[src/rtl/load_store_unit.sv]
// Memory-access stage: one req/ack data-bus transaction per load/store,
// with load extension, alignment checking and a bus timeout.
`timescale 1ns/1ps
module load_store_unit #(
    parameter int TIMEOUT_CYCLES = 255
) (
    input  logic        clk,
    input  logic        rst,
    input  logic        issue,
    input  logic [1:0]  mem_op,
    input  logic [2:0]  mem_read_type,
    input  logic [3:0]  mem_write_mask,
    input  logic [31:0] addr,
    input  logic [31:0] store_data,
    output logic        lsu_busy,
    output logic        done,
    output logic [31:0] load_data,
    output logic        err_misaligned,
    output logic        err_timeout,
    output logic        bus_req,
    output logic        bus_we,
    output logic [31:0] bus_addr,
    output logic [3:0]  bus_wstrb,
    output logic [31:0] bus_wdata,
    input  logic        bus_ack,
    input  logic [31:0] bus_rdata
);
    localparam logic [1:0] OP_NONE  = 2'd0;
    localparam logic [1:0] OP_STORE = 2'd2;
    localparam logic [2:0] RD_BYTE  = 3'd0;
    localparam logic [2:0] RD_HALF  = 3'd1;
    localparam logic [2:0] RD_WORD  = 3'd2;
    localparam logic [2:0] RD_B_U   = 3'd3;
    localparam logic [2:0] RD_H_U   = 3'd4;
    localparam logic [3:0] WR_NONE  = 4'b0000;
    localparam logic [3:0] WR_HALF  = 4'b0011;
    localparam logic [3:0] WR_WORD  = 4'b1111;

    typedef enum logic [1:0] {IDLE, REQ, DONE} state_t;

    state_t      state;
    logic [31:0] cnt;
    logic [2:0]  rtype_q;
    logic [1:0]  lane_q;
    logic        start;
    logic        is_store;
    logic        misaligned;
    logic [31:0] wdata;

    assign start    = issue && (mem_op != OP_NONE);
    assign is_store = (mem_op == OP_STORE);
    assign bus_req  = (state == REQ);
    assign done     = (state == DONE);
    assign lsu_busy = !rst && ((state == REQ) || ((state == IDLE) && start));

    always_comb begin
        misaligned = 1'b0;
        if (is_store) begin
            misaligned = ((mem_write_mask == WR_HALF) && addr[0]) ||
                         ((mem_write_mask == WR_WORD) && (addr[1:0] != 2'b00));
        end else begin
            misaligned = (((mem_read_type == RD_HALF) || (mem_read_type == RD_H_U)) && addr[0]) ||
                         ((mem_read_type == RD_WORD) && (addr[1:0] != 2'b00));
        end
    end

    always_comb begin
        wdata = {4{store_data[7:0]}};
        if (mem_write_mask == WR_WORD)
            wdata = store_data;
        else if (mem_write_mask == WR_HALF)
            wdata = {2{store_data[15:0]}};
    end

    function automatic logic [31:0] extend(input logic [2:0]  rt,
                                           input logic [1:0]  lane,
                                           input logic [31:0] rd);
        logic [7:0]  b;
        logic [15:0] h;
        b = 8'(rd >> {lane, 3'b000});
        h = lane[1] ? rd[31:16] : rd[15:0];
        case (rt)
            RD_BYTE: extend = {{24{b[7]}}, b};
            RD_B_U:  extend = {24'd0, b};
            RD_HALF: extend = {{16{h[15]}}, h};
            RD_H_U:  extend = {16'd0, h};
            default: extend = rd;
        endcase
    endfunction

    always_ff @(posedge clk or posedge rst) begin
        if (rst) begin
            state          <= IDLE;
            cnt            <= '0;
            rtype_q        <= '0;
            lane_q         <= '0;
            load_data      <= '0;
            err_misaligned <= 1'b0;
            err_timeout    <= 1'b0;
            bus_we         <= 1'b0;
            bus_addr       <= '0;
            bus_wstrb      <= '0;
            bus_wdata      <= '0;
        end else begin
            unique case (state)
                IDLE: begin
                    cnt <= '0;
                    if (start) begin
                        rtype_q <= mem_read_type;
                        lane_q  <= addr[1:0];
                        if (misaligned) begin
                            err_misaligned <= 1'b1;
                            state          <= DONE;
                        end else if (is_store && (mem_write_mask == WR_NONE)) begin
                            state <= DONE;
                        end else begin
                            bus_we    <= is_store;
                            bus_addr  <= {addr[31:2], 2'b00};
                            bus_wstrb <= is_store ? (mem_write_mask << addr[1:0]) : 4'b0000;
                            bus_wdata <= is_store ? wdata : 32'd0;
                            state     <= REQ;
                        end
                    end
                end
                REQ: begin
                    cnt <= cnt + 32'd1;
                    // ack on the limit cycle still completes normally
                    if (bus_ack) begin
                        if (!bus_we)
                            load_data <= extend(rtype_q, lane_q, bus_rdata);
                        state <= DONE;
                    end else if ((TIMEOUT_CYCLES != 0) &&
                                 (cnt == 32'(TIMEOUT_CYCLES - 1))) begin
                        err_timeout <= 1'b1;
                        load_data   <= '0;
                        state       <= DONE;
                    end
                end
                DONE: begin
                    err_misaligned <= 1'b0;
                    err_timeout    <= 1'b0;
                    state          <= IDLE;
                end
                default: state <= IDLE;
            endcase
        end
    end
endmodule
[config.mk]
export PLATFORM = sky130hd
export DESIGN_NAME = load_store_unit
export DESIGN_NICKNAME = d
export VERILOG_FILES = /design/src/rtl/load_store_unit.sv
export SDC_FILE = /design/constraint.sdc
export NUM_CORES = 1
export LEC_CHECK = 0
export CORE_MARGIN = 2
export CORE_UTILIZATION = 45
export DETAILED_ROUTE_END_ITERATION = 16
export PLACE_DENSITY = 0.83
export SETUP_SLACK_MARGIN = 0.5
export SYNTH_ARGS = -nofsm -noshare
export SYNTH_HDL_FRONTEND = slang
export SYNTH_SLANG_ARGS = --single-unit
[constraint.sdc]
create_clock -name clk -period 5.7 [get_ports clk]
set_input_delay 0.855 -clock clk [delete_from_list [all_inputs] [get_ports clk]]
set_output_delay 0.855 -clock clk [all_outputs]
set_load 0.02 [all_outputs]
Word level (Yosys, flattened, before mapping)
Index checks and enable logic that the tools add are counted.
Widths: inputs -> output; s select.
- register bits: 140
- input bits: 109
- output and inout port bits: 106
- word-level logic and storage cells: 85
- $add $sub $neg: 1
- equality and inequality tests: 18
- shifts and indexed selects: 2
- multiplexer cells: 23
- bitwise logic cells: 2
- reduce and logical (&&, ||, !) cells: 28
- operators by type and width (kind ; count):
    $mux 32 ; 6
    $pmux 32 s4 ; 1
    $pmux 32 s2 ; 1
    $add 32x1->32 const B ; 1
    $eq 32x8->1 const B ; 1
    $shr 32x5->8 ; 1
    $mux 16 ; 1
    $reduce_bool 2->1 ; 6
    $mux 2 ; 5
    $reduce_and 3->1 ; 3
    $logic_and 1x1->1 ; 8
    $ne 2x2->1 const B ; 4
    $eq 3x1->1 const B ; 2
    $eq 3x2->1 const B ; 2
    $eq 3x3->1 const B ; 2
    $mux 1 ; 5
    $eq 2x2->1 const B ; 2
    $eq 4x2->1 const B ; 1
    $eq 4x4->1 const B ; 1
    $logic_not 4->1 ; 1
    $logic_or 1x1->1 ; 4
    $mux 4 ; 1
    $pmux 1 s2 ; 2
    $pmux 2 s2 ; 1
    other kinds (10) ; 12

Logic depth before layout (Yosys ltp)
- depth after elaboration: 8
- depth in mapped cells: 8
- mapped depth without buffers: 7

Least setup slack after synthesis
Ideal clock, no wire load.
- path type: input -> register
- start: in mem_write_mask[1]
- end: reg bus_addr[10]
- setup time: 127 ps
- data arrival time: 2451 ps
- data required time: 5573 ps
- setup slack: 3122 ps
- stages: 8
- buffers on the path: 3
- cells stage by stage: and4_1 buf_2 a221oi_2 o41ai_1 a21oi_2 buf_4 buf_6 mux2_1
- longest elaborated chain between the ends: 6
- elaborated cells between the ends (all ways): 11
- those cells by class: 2 x eq/ne; 1 x mux; 2 x bitwise; 6 x reduce/logical
- RTL lines (item ; line ; RTL):
    from (decl) ; 12 ; input logic [3:0] mem_write_mask,
    $eq 4x2->1 or $eq 4x4->1 (tied branches) ; 59, 60 ;
    $logic_and 1x1->1, on equally long branches ; 59, 60 ;
    $logic_or 1x1->1 ; 59 ; misaligned = ((mem_write_mask == WR_HALF) && addr[0]) ||
    $mux 1 ; 58 ; if (is_store) begin
    $not 1->1 (no line) ; n/a ;
    $reduce_and 4->1 (no line) (*) ; n/a ;
    to (signal assigned) ; 118 ; bus_addr <= {addr[31:2], 2'b00};
    to (decl) ; 22 ; output logic [31:0] bus_addr,
Every way passes the cells marked *; elsewhere a longest branch is shown, timed or not.
A chain may end at the register's enable or synchronous reset.

Worst setup path in the final report
- start: reg state[1]
- end: out lsu_busy
- longest elaborated chain between the ends: 4
- elaborated cells between the ends (all ways): 5
- those cells by class: 1 x eq/ne; 4 x reduce/logical
- RTL lines (item ; line ; RTL):
    from (decl) ; 41 ; state_t state;
    from (signal assigned) ; 93 ; state <= IDLE;
    from (signal assigned) ; 113 ; state <= DONE;
    from (signal assigned) ; 115 ; state <= DONE;
    $logic_not 2->1 ; 54 ; assign lsu_busy = !rst && ((state == REQ) || ((state == IDLE) && start));
    $logic_and 1x1->1 ; 54 ;
    $logic_or 1x1->1 (*) ; 54 ;
    $logic_and 1x1->1 (*) ; 54 ;
    to (decl) ; 15 ; output logic lsu_busy,
Marked as above.

==> results.txt <==
Slew @ Worst Pin: 1.17 ns
Part of the Yosys area used for sequential elements: 49.4%
Status: finished, final reports clean
Worst hold path depth: 1
Die span in y: 130 µm
Post-Route WL: 19.6 mm
WS Path Type: reg2out
Final worst path period need: 3.57 ns
Global-route wire length before repair: 31.3 mm
Post-DRT Antenna Nets: 0
Dominant cell type by area after synthesis: dfrtp_1
Worst skew pair latency: 0.43 ns
Die Wd: 130 µm
Netlist cell types: 53
DRT iter0 DRCs: 536
CTS root buf: clkbuf_16
Crit path cell chain: inv_1, ha_1, inv_1, a21oi_1, clkdlybuf4s50_1
Worst reg2reg path startpoint: state[1]
Crit path required time: 4.85 ns
HP Start: bus_addr[8]
Setup TNS: 0 ns
R2r setup slk: 2.28 ns
Slowest stage delay, CP: 0.62 ns
Max Slew Vio Count: 0
Max-cap violations: 0
Share of Yosys cell area claimed by the top area cell type: 49.4%
RSZ-0062 raised after global routing: false
Vias in the first global route: 5987
Die area: 16800 µm²
Hold Crit Endpoint: bus_addr[8]
Asr flop ratio synth: 100%
Residual DRC count: 0
Detailed Routing Iterations Pass 1: 5
Synthesized instance count: 670
Main flop type after synthesis: dfrtp_1
Slowest-stage cell, CP: clkdlybuf4s50_1
Total Nets Final: 983
# hold bufs at CTS: 0
Clock transition at the registers of the reported paths: 0.07 ns
Via count: 6146
ANT cells: 0
R2r endpoint: load_data[16]
Crit path launch type: flop
Initial antenna violation count: 0
Setup bufs post-CTS: 0
Vias per cell: 5.62
Max Clock Freq: 0.280 GHz
# IOs: 215
R2R cell count: 6
Largest net degree at the start of global routing: 99
Crit Path Max Fanout: 15
VDD IR max: 376 µV
P_leak: 4.08 nW
Worst hold path class: reg2reg
Port bufs: 212
Setup violators final: 0
Post-cts gate resize count: 0
Area of the core: 15300 µm²
Clock Skews: 0.0109 ns
CTS tree: built
GRT Util Overall: 24.0%
Final period utilization: 62.6%
Synthesized area per cell: 10.6 µm²
CP dominant cell by count: inv_1
Max clock buf depth: 2
Synth top area cells: dfrtp_1 (49%), mux2_2 (9.1%), mux2i_1 (5.9%), nand2_1 (4.0%), nor2_1 (2.1%)
Avg WL per Cell: 17.9 µm
FP Rows: 45
Synth warn: 0
Pwr/cell area: 499 nW/µm²
H-tree depth: 4
TritonCTS Buffers: 17
Remaining Overflow, GRT: 0
Gpl congestion: 0.896
Crit path capture type: output port
DP HPWL: 13.8 mm
Share of layout cells above drive strength 1: 11.9%
Post-synthesis cell area: 7090 µm²
Yosys reg bits: 140
EDFF count, synth: 0
Clk sink count: 140
Worst slew margin: 21.5%
Layout Area Growth over Synthesis: 40.6%
Final Hold Fails: 0
Data arrival, critical path: 2.71 ns
Starting Density: 46.3%
Final hold slack: 0.484 ns
==> layout by cell type, fill, tap and decap left out, types with 7 or more instances in the layout <==
master,count
nand4_1,14
o21a_1,17
o21ai_0,28
o221ai_1,7
nor3_1,9
o31ai_1,7
mux2_1,9
inv_1,22
clkbuf_16,17
mux2_2,57
nor4_1,12
buf_4,8
a22o_1,11
nand2_1,75
a21oi_1,27
nand3_1,18
nor2_1,39
o211ai_1,9
dfrtp_1,140
a2bb2oi_1,8
clkdlybuf4s50_1,212
mux2i_1,42
o2bb2ai_1,16
==> critical path: cells and delay by family (launching register included) <==
family,cells,cell delay [ns]
buf+inv,3,1.10
compound gates,1,0.23
fa+ha+maj,1,0.57
flops,1,0.38
==> logic make-up (layout without fill, tap and decap cells) <==
kind of cell               count (synthesis)  after routing  synth area share [%]
other                                      1              2                0.0529
adders and majority gates                  5              5                 0.882
xor gates and xnor gates                   4              4                 0.494
and+or+nand+nor                          187            187                  12.3
DFF                                      140            140                  49.4
AOI/OAI and AO/OA                        160            160                  16.1
buffers and inverters                     64            275                  3.94
muxes                                    109            109                  16.7
==> metrics by stage <==
stage | setup WS (ns) | instances | power, mW | cell area (µm²) | util (%)
finish | 2.13 | 1093 | 4.98 | 9970 | 65.1
global route | 2.03 | 1093 | 5.23 | 9970 | 65.1
CTS | 2.16 | 1093 | 4.99 | 9970 | 65.1
detailed placement | 2.03 | 1061 | 3.85 | 9370 | 61.2
global placement | 2.14 | 1061 | 3.81 | 9370 | 61.2
floorplan | 1.09 | 671 | 2.86 | 7090 | -
==> Yosys cell counts (all sizes together), types with 2 or more instances <==
library cell / instances
dfrtp: 140
nand2: 75
mux2: 66
mux2i: 42
nor2: 39
a21oi: 29
o21ai: 28
clkbuf: 27
inv: 23
nand3: 18
o21a: 17
o2bb2ai: 16
nand4: 15
buf: 14
nor4: 12
a22o: 11
nor3: 9
o211ai: 9
a2bb2oi: 8
o221ai: 7
o31ai: 7
o21bai: 6
a32o: 5
ha: 5
nor2b: 5
o41ai: 4
nor4b: 3
xnor2: 3
a211oi: 2
a311o: 2
a31oi: 2
a32oi: 2
and3: 2
nand2b: 2
o22ai: 2
or3: 2
==> report_power, final <==
group | leakage [nW] | switching (mW) | internal, mW | total [mW]
Clock | 0.288 | 0.488 | 0.625 | 1.11
Sequential | 1.81 | 0.270 | 1.33 | 1.60
Combinational | 1.98 | 1.17 | 1.09 | 2.26
Total | 4.08 | 1.93 | 3.05 | 4.98
==> layout make-up <==
| cell class | instances | area, µm² |
|---|---|---|
| Clock buffer | 17 | 425 |
| Clock inverter | 15 | 175 |
| Timing Repair Buffer | 220 | 2180 |
| Multi-Input combinational cell | 467 | 3330 |
| Sequential cell | 140 | 3500 |
| Inverter | 23 | 91.3 |
| Fill cell | 1192 | 5350 |
| Tap cell | 211 | 264 |
==> registers in the layout, summed over array words and instances, names as in the netlist, 2 cells and up <==
name and count:
rtype_q 3, cnt 32, state 2, bus_wstrb 4, load_data 32, bus_addr 30
bus_wdata 32, lane_q 2
==> per-layer routing <==
layer	wire (µm)	up-vias	global-route usage, %
li1	-	2865	-
met1	8140	2956	31.7
met2	9200	280	36.5
met3	1770	45	8.75
met4	486	0	8.48
met5	0	-	0
==> how the worst max path moves through the flow <==
stage	startpoint	end	slack [ns]	depth (start not counted)
2_1_floorplan	rst	bus_addr[10]	1.09	1
6_report	state[1]	lsu_busy	2.13	5
3_5_place_dp	bus_ack	load_data[16]	2.03	5
5_1_grt	state[1]	lsu_busy	2.03	5
3_3_place_gp	bus_ack	load_data[16]	2.14	5
4_1_cts	state[1]	lsu_busy	2.16	5
Power figures use the tool's default switching activity.
